## src/rtl/prim_arbiter_burst_pkg.sv

```systemverilog
// prim_arbiter_burst_pkg
//   Shared types for the burst-locking round-robin arbiter.
//   arb_burst_state_e : arbiter FSM state (2-bit encoding).
package prim_arbiter_burst_pkg;

   typedef enum logic [1:0] {
      StIdle   = 2'b00,  // free to pick a new requester every cycle
      StHold   = 2'b01,  // pick made, first beat stalled by the sink
      StLocked = 2'b10   // burst in progress, grant pinned to sel_q
   } arb_burst_state_e;

endpackage

```

## src/rtl/prim_rr_pick.sv

```systemverilog
// prim_rr_pick
//   Combinational round-robin pick: lowest set index of req_i & mask_i,
//   falling back to the lowest set index of req_i when the masked set is empty.
//   req_i   : request vector
//   mask_i  : priority mask (indices allowed to win first)
//   idx_o   : picked index (0 when nothing is requesting)
//   found_o : at least one request present
module prim_rr_pick
   import prim_arbiter_burst_pkg::*;
#(
   parameter  int N    = 4,
   localparam int IdxW = $clog2(N)
) (
   input  logic [N-1:0]    req_i,
   input  logic [N-1:0]    mask_i,
   output logic [IdxW-1:0] idx_o,
   output logic            found_o
);

   logic [N-1:0]    masked;
   logic [IdxW-1:0] m_idx;
   logic [IdxW-1:0] u_idx;

   always_comb begin
      masked = req_i & mask_i;
      m_idx  = '0;
      u_idx  = '0;
      // Scan downwards so the last write leaves the lowest set index.
      for (int i = N - 1; i >= 0; i--) begin
         if (masked[i]) m_idx = IdxW'(i);
         if (req_i[i])  u_idx = IdxW'(i);
      end
      idx_o   = (|masked) ? m_idx : u_idx;
      found_o = |req_i;
   end

endmodule

```

## src/rtl/prim_arbiter_burst.sv

```systemverilog
// prim_arbiter_burst
//   Round-robin N:1 arbiter that grants whole bursts. After the first beat of
//   a burst is accepted the grant stays with that requester until its last
//   beat is accepted, or until MaxBeats beats have gone through, in which case
//   the burst is cut off and burst_err_o pulses for one cycle.
//   clk_i, rst_ni : clock, asynchronous active-low reset
//   req_i, last_i : per-requester beat valid / final-beat flag
//   data_i        : per-requester beat data, requester i at [i*DW +: DW]
//   gnt_o         : one-hot beat accept
//   idx_o         : selected requester
//   valid_o       : selected requester has a beat
//   data_o,last_o : beat of the selected requester
//   ready_i       : sink accepts the beat
//   locked_o      : registered, high while a burst is locked
//   burst_err_o   : registered one-cycle pulse after a burst cutoff
module prim_arbiter_burst
   import prim_arbiter_burst_pkg::*;
#(
   parameter  int N        = 4,
   parameter  int DW       = 32,
   parameter  int MaxBeats = 16,
   localparam int IdxW     = $clog2(N)
) (
   input  logic            clk_i,
   input  logic            rst_ni,
   input  logic [N-1:0]    req_i,
   input  logic [N-1:0]    last_i,
   input  logic [N*DW-1:0] data_i,
   output logic [N-1:0]    gnt_o,
   output logic [IdxW-1:0] idx_o,
   output logic            valid_o,
   output logic [DW-1:0]   data_o,
   output logic            last_o,
   input  logic            ready_i,
   output logic            locked_o,
   output logic            burst_err_o
);

   localparam int               BeatW  = $clog2(MaxBeats + 1);
   localparam logic [BeatW-1:0] MaxCnt = BeatW'(MaxBeats);

   arb_burst_state_e state_q;
   logic [IdxW-1:0]  sel_q;
   logic [BeatW-1:0] beat_q, beat_d;
   logic [N-1:0]     prio_mask_q, prio_mask_d;
   logic             locked_q, burst_err_q;

   logic [IdxW-1:0]  pick;
   logic             pick_found;
   logic             accept;

   prim_rr_pick #(.N(N)) u_pick (
      .req_i   (req_i),
      .mask_i  (prio_mask_q),
      .idx_o   (pick),
      .found_o (pick_found)
   );

   // Output mux: free pick in StIdle, pinned selection otherwise.
   always_comb begin
      if (state_q == StIdle) begin
         idx_o   = pick;
         valid_o = pick_found;
      end else begin
         idx_o   = sel_q;
         valid_o = req_i[sel_q];
      end
   end

   assign data_o = data_i[idx_o*DW +: DW];
   assign last_o = last_i[idx_o];
   assign accept = valid_o & ready_i;

   always_comb begin
      gnt_o = '0;
      if (accept) gnt_o[idx_o] = 1'b1;
   end

   // Count the beat being accepted now; the first beat of a burst is 1.
   assign beat_d = (state_q == StLocked) ? beat_q + BeatW'(1) : BeatW'(1);

   // On burst completion only indices above the finishing one keep priority,
   // so the next round continues after it and wraps to 0 past N-1.
   always_comb begin
      prio_mask_d = '0;
      for (int i = 0; i < N; i++) begin
         prio_mask_d[i] = (i > int'(idx_o));
      end
   end

   always_ff @(posedge clk_i or negedge rst_ni) begin
      if (!rst_ni) begin
         state_q     <= StIdle;
         sel_q       <= '0;
         beat_q      <= '0;
         prio_mask_q <= '0;
         locked_q    <= 1'b0;
         burst_err_q <= 1'b0;
      end else begin
         burst_err_q <= 1'b0;
         case (state_q)
            StIdle, StHold, StLocked: begin
               if (accept) begin
                  if (last_o || beat_d == MaxCnt) begin
                     // Burst complete or forcibly released.
                     state_q     <= StIdle;
                     beat_q      <= '0;
                     prio_mask_q <= prio_mask_d;
                     locked_q    <= 1'b0;
                     burst_err_q <= ~last_o;
                  end else begin
                     state_q  <= StLocked;
                     sel_q    <= idx_o;
                     beat_q   <= beat_d;
                     locked_q <= 1'b1;
                  end
               end else if (valid_o && state_q == StIdle) begin
                  // Freeze the pick so idx_o stays stable under backpressure.
                  state_q <= StHold;
                  sel_q   <= idx_o;
               end
            end
            default: begin
               state_q  <= StIdle;
               locked_q <= 1'b0;
            end
         endcase
      end
   end

   assign locked_o    = locked_q;
   assign burst_err_o = burst_err_q;

`ifndef SYNTHESIS
   a_gnt_onehot : assert property (@(posedge clk_i) disable iff (!rst_ni)
      $onehot0(gnt_o));
   a_gnt_ready : assert property (@(posedge clk_i) disable iff (!rst_ni)
      (|gnt_o) |-> ready_i);
   a_idx_stall : assert property (@(posedge clk_i) disable iff (!rst_ni)
      (valid_o && !ready_i) |=> $stable(idx_o));
   a_idx_locked : assert property (@(posedge clk_i) disable iff (!rst_ni)
      (state_q == StLocked) |=> (state_q != StLocked) || $stable(idx_o));
`endif

endmodule

```

## config.mk

```make
export PLATFORM = sky130hd
export DESIGN_NAME = prim_arbiter_burst
export DESIGN_NICKNAME = d
export VERILOG_FILES = /design/src/rtl/prim_arbiter_burst_pkg.sv /design/src/rtl/prim_rr_pick.sv /design/src/rtl/prim_arbiter_burst.sv
export SDC_FILE = /design/constraint.sdc
export NUM_CORES = 1
export LEC_CHECK = 0
export BUFFER_PORTS_ARGS = -buffer_cell sky130_fd_sc_hd__buf_2
export CORE_AREA = 2 2 74 76
export DETAILED_ROUTE_END_ITERATION = 10
export DIE_AREA = 0 0 76 78
export PLACE_DENSITY = 0.91
export SYNTH_ARGS = -nofsm -noshare
export SYNTH_HDL_FRONTEND = slang
export SYNTH_SLANG_ARGS = --single-unit
```

## constraint.sdc

```tcl
create_clock -name clk_i -period 3.1 [get_ports clk_i]
set_input_delay 0.31 -clock clk_i [delete_from_list [all_inputs] [get_ports clk_i]]
set_output_delay 0.31 -clock clk_i [all_outputs]
set_load 0.005 [all_outputs]
```

==> implementation parameters <==
Parameter                              Value

Clocking
  Clock transition at the register clock pins on the worst setup and hold paths after CTS    0.05 ns
  Number of gates resized after cts    0
  Clock tree from TritonCTS    built
  Clk Latency, worst-skew pair    0.24 ns
  Quantity of hold-fixing buffers added after cts    1
  CTS Sinks    14
  Post-CTS Setup Repair Bufs    0
  Count of H-tree levels built during CTS    1
  Maximum count of clock buffers along a single path    2
  Number of clock buffers inserted by TritonCTS    3
  Clock root buffer    sky130_fd_sc_hd__clkbuf_8

Power
  NetSw    0.001234 W
  Leakage power    1.474 nW
  Areal power density over the cells    955.8 nW/um2
  Worst vdd rail ir drop    487.3 uV
  Switching portion of total power    45.19%
  Portion of total power attributed to the clock network    5.3%
  Internal power    0.001497 W
  Combinational group share of total power    82.5%
  Sequential share of power    12.2%

Detailed routing
  Post-route met1 wirelength    3.239 mm
  Routed length on met3    1.109 mm
  Initial drt markers    186
  DRT antenna net count    0
  Wire length per cell after detailed routing    21.90 um
  # DRC    0
  DR WL met2    4.137 mm
  Vias    2265
  Vias per std cell    5.720
  Pre-antenna DRT Iters    4
  Routed WL    8.672 mm
  Topmost layer with routed signal wires    met4

Synth
  Post-synthesis adder-cell area fraction    0.6775%
  Number of synthesized flops with an enable pin    0
  FFs w/ async S/R, synth    100.0%
  Post-Syn Nets    287
  Total of warnings raised by yosys    0
  Gate count of the mapped netlist    147
  Dominant synthesized flop cell    sky130_fd_sc_hd__dfrtp_1
  Number of distinct standard cells referenced by the synthesized netlist    46
  Mux cell area share after synthesis    47.15%
  Post-synthesis sequential element count    14
  Netlist area before placement    1847 um2
  Sequential-to-total area share from yosys stat    18.97%
  Simple-gate share of the synthesized area    11.59%
  Average size of a mapped cell    12.56 um2
  Fraction of the mapped netlist area in compound gates    14.77%
  Post-synthesis xor/xnor area fraction    1.423%
  Dominant combinational cell family by area after synthesis    multiplexers

Job
  Max-cap check violation count    0

Place
  Detail Placement HPWL    7.411 mm
  Final weighted congestion of routability-driven global placement    1.029
  Port Buf Inserts    180
  Number of cells in the design after placement    391

Timing
  Transition time of the tightest slew-check pin    0.6762 ns
  RSZ-0062 raised after global routing    false
  Final worst hold slack    0.4838 ns
  Highest clock rate    345.2 MHz
  Final number of max-transition violations    0
  Post-layout minimum cycle time    2.897 ns
  Worst relative slew slack    54.92%
  Final period utilization    93.45%
  Final-report hold violation count    0
  Worst clock skew on the final layout    0.004419 ns
  Number of endpoints failing setup at the final stage    0
  Setup TNS    0 ns

Global routing
  Via count of the first global-routing pass    2279
  Antenna violations before repair    2
  Aggregate global-route resource usage    28.63%
  First-pass GRT wire length    12.97 mm
  Maximum number of pins on one net before global-route repair    20
  Global route overflow    0

Die
  Number of top-level pins    181
  Core region area    5042 um2
  Starting utilization of the core area    36.63%
  DIE WIDTH    76 um
  Die area    5928 um2
  Die Ht    78 um
  Number of standard-cell rows in the floorplan    26

Worst hold path
  Hold WC Path Type    in2async

Worst setup path
  Crit-path max FO    14
  Class of the most critical setup path    reg2out
  Type of origin of the critical path    register
  Data required time of the worst path    2.79 ns
  Worst-case register-to-register setup slack    0.65 ns
  Arrival @ worst endpoint    2.59 ns
  Endpoint class of the critical path    output port

Outcome
  Result of the run    complete, no violations

Cells and area
  Ratio of cells with drive above 1 in the final layout    65.54%
  Signed area change from the synthesized netlist to the final layout    54.74%
  Layout Cells excl Fill    396
  Count of filler cells inserted in the layout    453
  Nets    467
[logic make-up (layout without fill, tap and decap cells)]
logic type / count (synthesis) / in the layout
compound gates: 32 / 32
xor+xnor: 3 / 3
fa+ha+maj: 1 / 1
buf+inv: 17 / 195
flops: 14 / 14
mux: 37 / 37
other cells: 0 / 1
simple gates: 43 / 43
[power groups by stage]
stage	Clock [W]	Combinational [W]	Sequential, W
2_1_floorplan	0	0.00152	0.000292
3_3_place_gp	0	0.00216	0.000322
3_5_place_dp	0	0.00223	0.000329
4_1_cts	0.000150	0.00224	0.000326
5_1_grt	0.000158	0.00240	0.000342
6_report	0.000145	0.00225	0.000333
[final cells by class]
cell class                 instances  area, um2  share of cell area (%)
antenna                            1      2.502                 0.08757
multi-input combinational        116       1396                   48.86
sequential                        14      350.3                   12.26
tap                               70      87.58                   3.065
timing repair buffer             185      953.4                   33.36
inverter                           7      26.28                  0.9194
clock buffer                       3      41.29                   1.445
[critical path, cell delays in order, from the launching register on]
cell,delay [ns]
sky130_fd_sc_hd__dfrtp_1,0.52
sky130_fd_sc_hd__or2_1,0.34
sky130_fd_sc_hd__nand2_1,0.16
sky130_fd_sc_hd__o21a_4,0.18
sky130_fd_sc_hd__inv_1,0.37
sky130_fd_sc_hd__buf_4,0.31
sky130_fd_sc_hd__mux4_1,0.32
sky130_fd_sc_hd__buf_2,0.15
[metrics by stage]
step           total power, W  setup slack, ns  instance area, um2  utilization, %
4_1_cts              0.002719           0.2558                2855           56.63
2_1_floorplan        0.001817           0.7873                1847               -
3_3_place_gp         0.002479           0.6386                2804           55.61
6_report             0.002731           0.2031                2858           56.67
5_1_grt              0.002902          0.06883                2855           56.63
3_5_place_dp         0.002559           0.5108                2804           55.61
[per-layer routing]
metal  up-vias  track usage, %
met5         -               0
met2       171           47.14
met1      1083           35.58
met3        24           10.81
li1        987               -
met4         0           7.636
[sequential cells by signal (all words and copies together), names as in the netlist]
register,flops
beat_q,5
prio_mask_q,3
sel_q,2
burst_err_o,1
locked_o,1
state_q,2
[synth_stat cells (all sizes together), types with 2 or more instances]
library cell | n | area (um2)
a21oi | 4 | 20.02
inv | 7 | 26.28
nand3 | 5 | 25.02
dfrtp | 14 | 350.3
mux4 | 33 | 825.8
o211ai | 2 | 15.01
nand2 | 16 | 62.56
nor3 | 6 | 30.03
xnor2 | 2 | 17.52
a41oi | 2 | 17.52
and2 | 2 | 16.27
nor2 | 7 | 33.78
buf | 8 | 65.06
nor2b | 2 | 12.51
mux2 | 4 | 45.04
clkbuf | 2 | 8.750
o21ai | 8 | 40.04
[placed cells by master, fill, tap and decap left out, types with 2 or more instances in the layout]
| master | instances |
|---|---|
| sky130_fd_sc_hd__clkbuf_8 | 3 |
| sky130_fd_sc_hd__mux4_1 | 22 |
| sky130_fd_sc_hd__a21oi_1 | 4 |
| sky130_fd_sc_hd__nor2b_1 | 2 |
| sky130_fd_sc_hd__o21ai_0 | 8 |
| sky130_fd_sc_hd__xnor2_1 | 2 |
| sky130_fd_sc_hd__buf_2 | 180 |
| sky130_fd_sc_hd__a41oi_1 | 2 |
| sky130_fd_sc_hd__dfrtp_1 | 14 |
| sky130_fd_sc_hd__inv_1 | 7 |
| sky130_fd_sc_hd__nand2_1 | 15 |
| sky130_fd_sc_hd__buf_4 | 3 |
| sky130_fd_sc_hd__o211ai_1 | 2 |
| sky130_fd_sc_hd__nor3_1 | 6 |
| sky130_fd_sc_hd__nor2_1 | 6 |
| sky130_fd_sc_hd__mux2_2 | 4 |
| sky130_fd_sc_hd__mux4_2 | 11 |
| sky130_fd_sc_hd__nand3_1 | 5 |
[worst paths after layout]
check	from	end	depth (start not counted)
max	state_q[1]	data_o[17]	7
min	rst_ni	locked_o	2
max reg2reg	state_q[1]	prio_mask_q[2]	6
min reg2reg	beat_q[4]	beat_q[4]	2
max in group asynchronous	rst_ni	prio_mask_q[1]	2
min in group clk_i	beat_q[4]	beat_q[4]	2
Power figures use the tool's default switching activity.
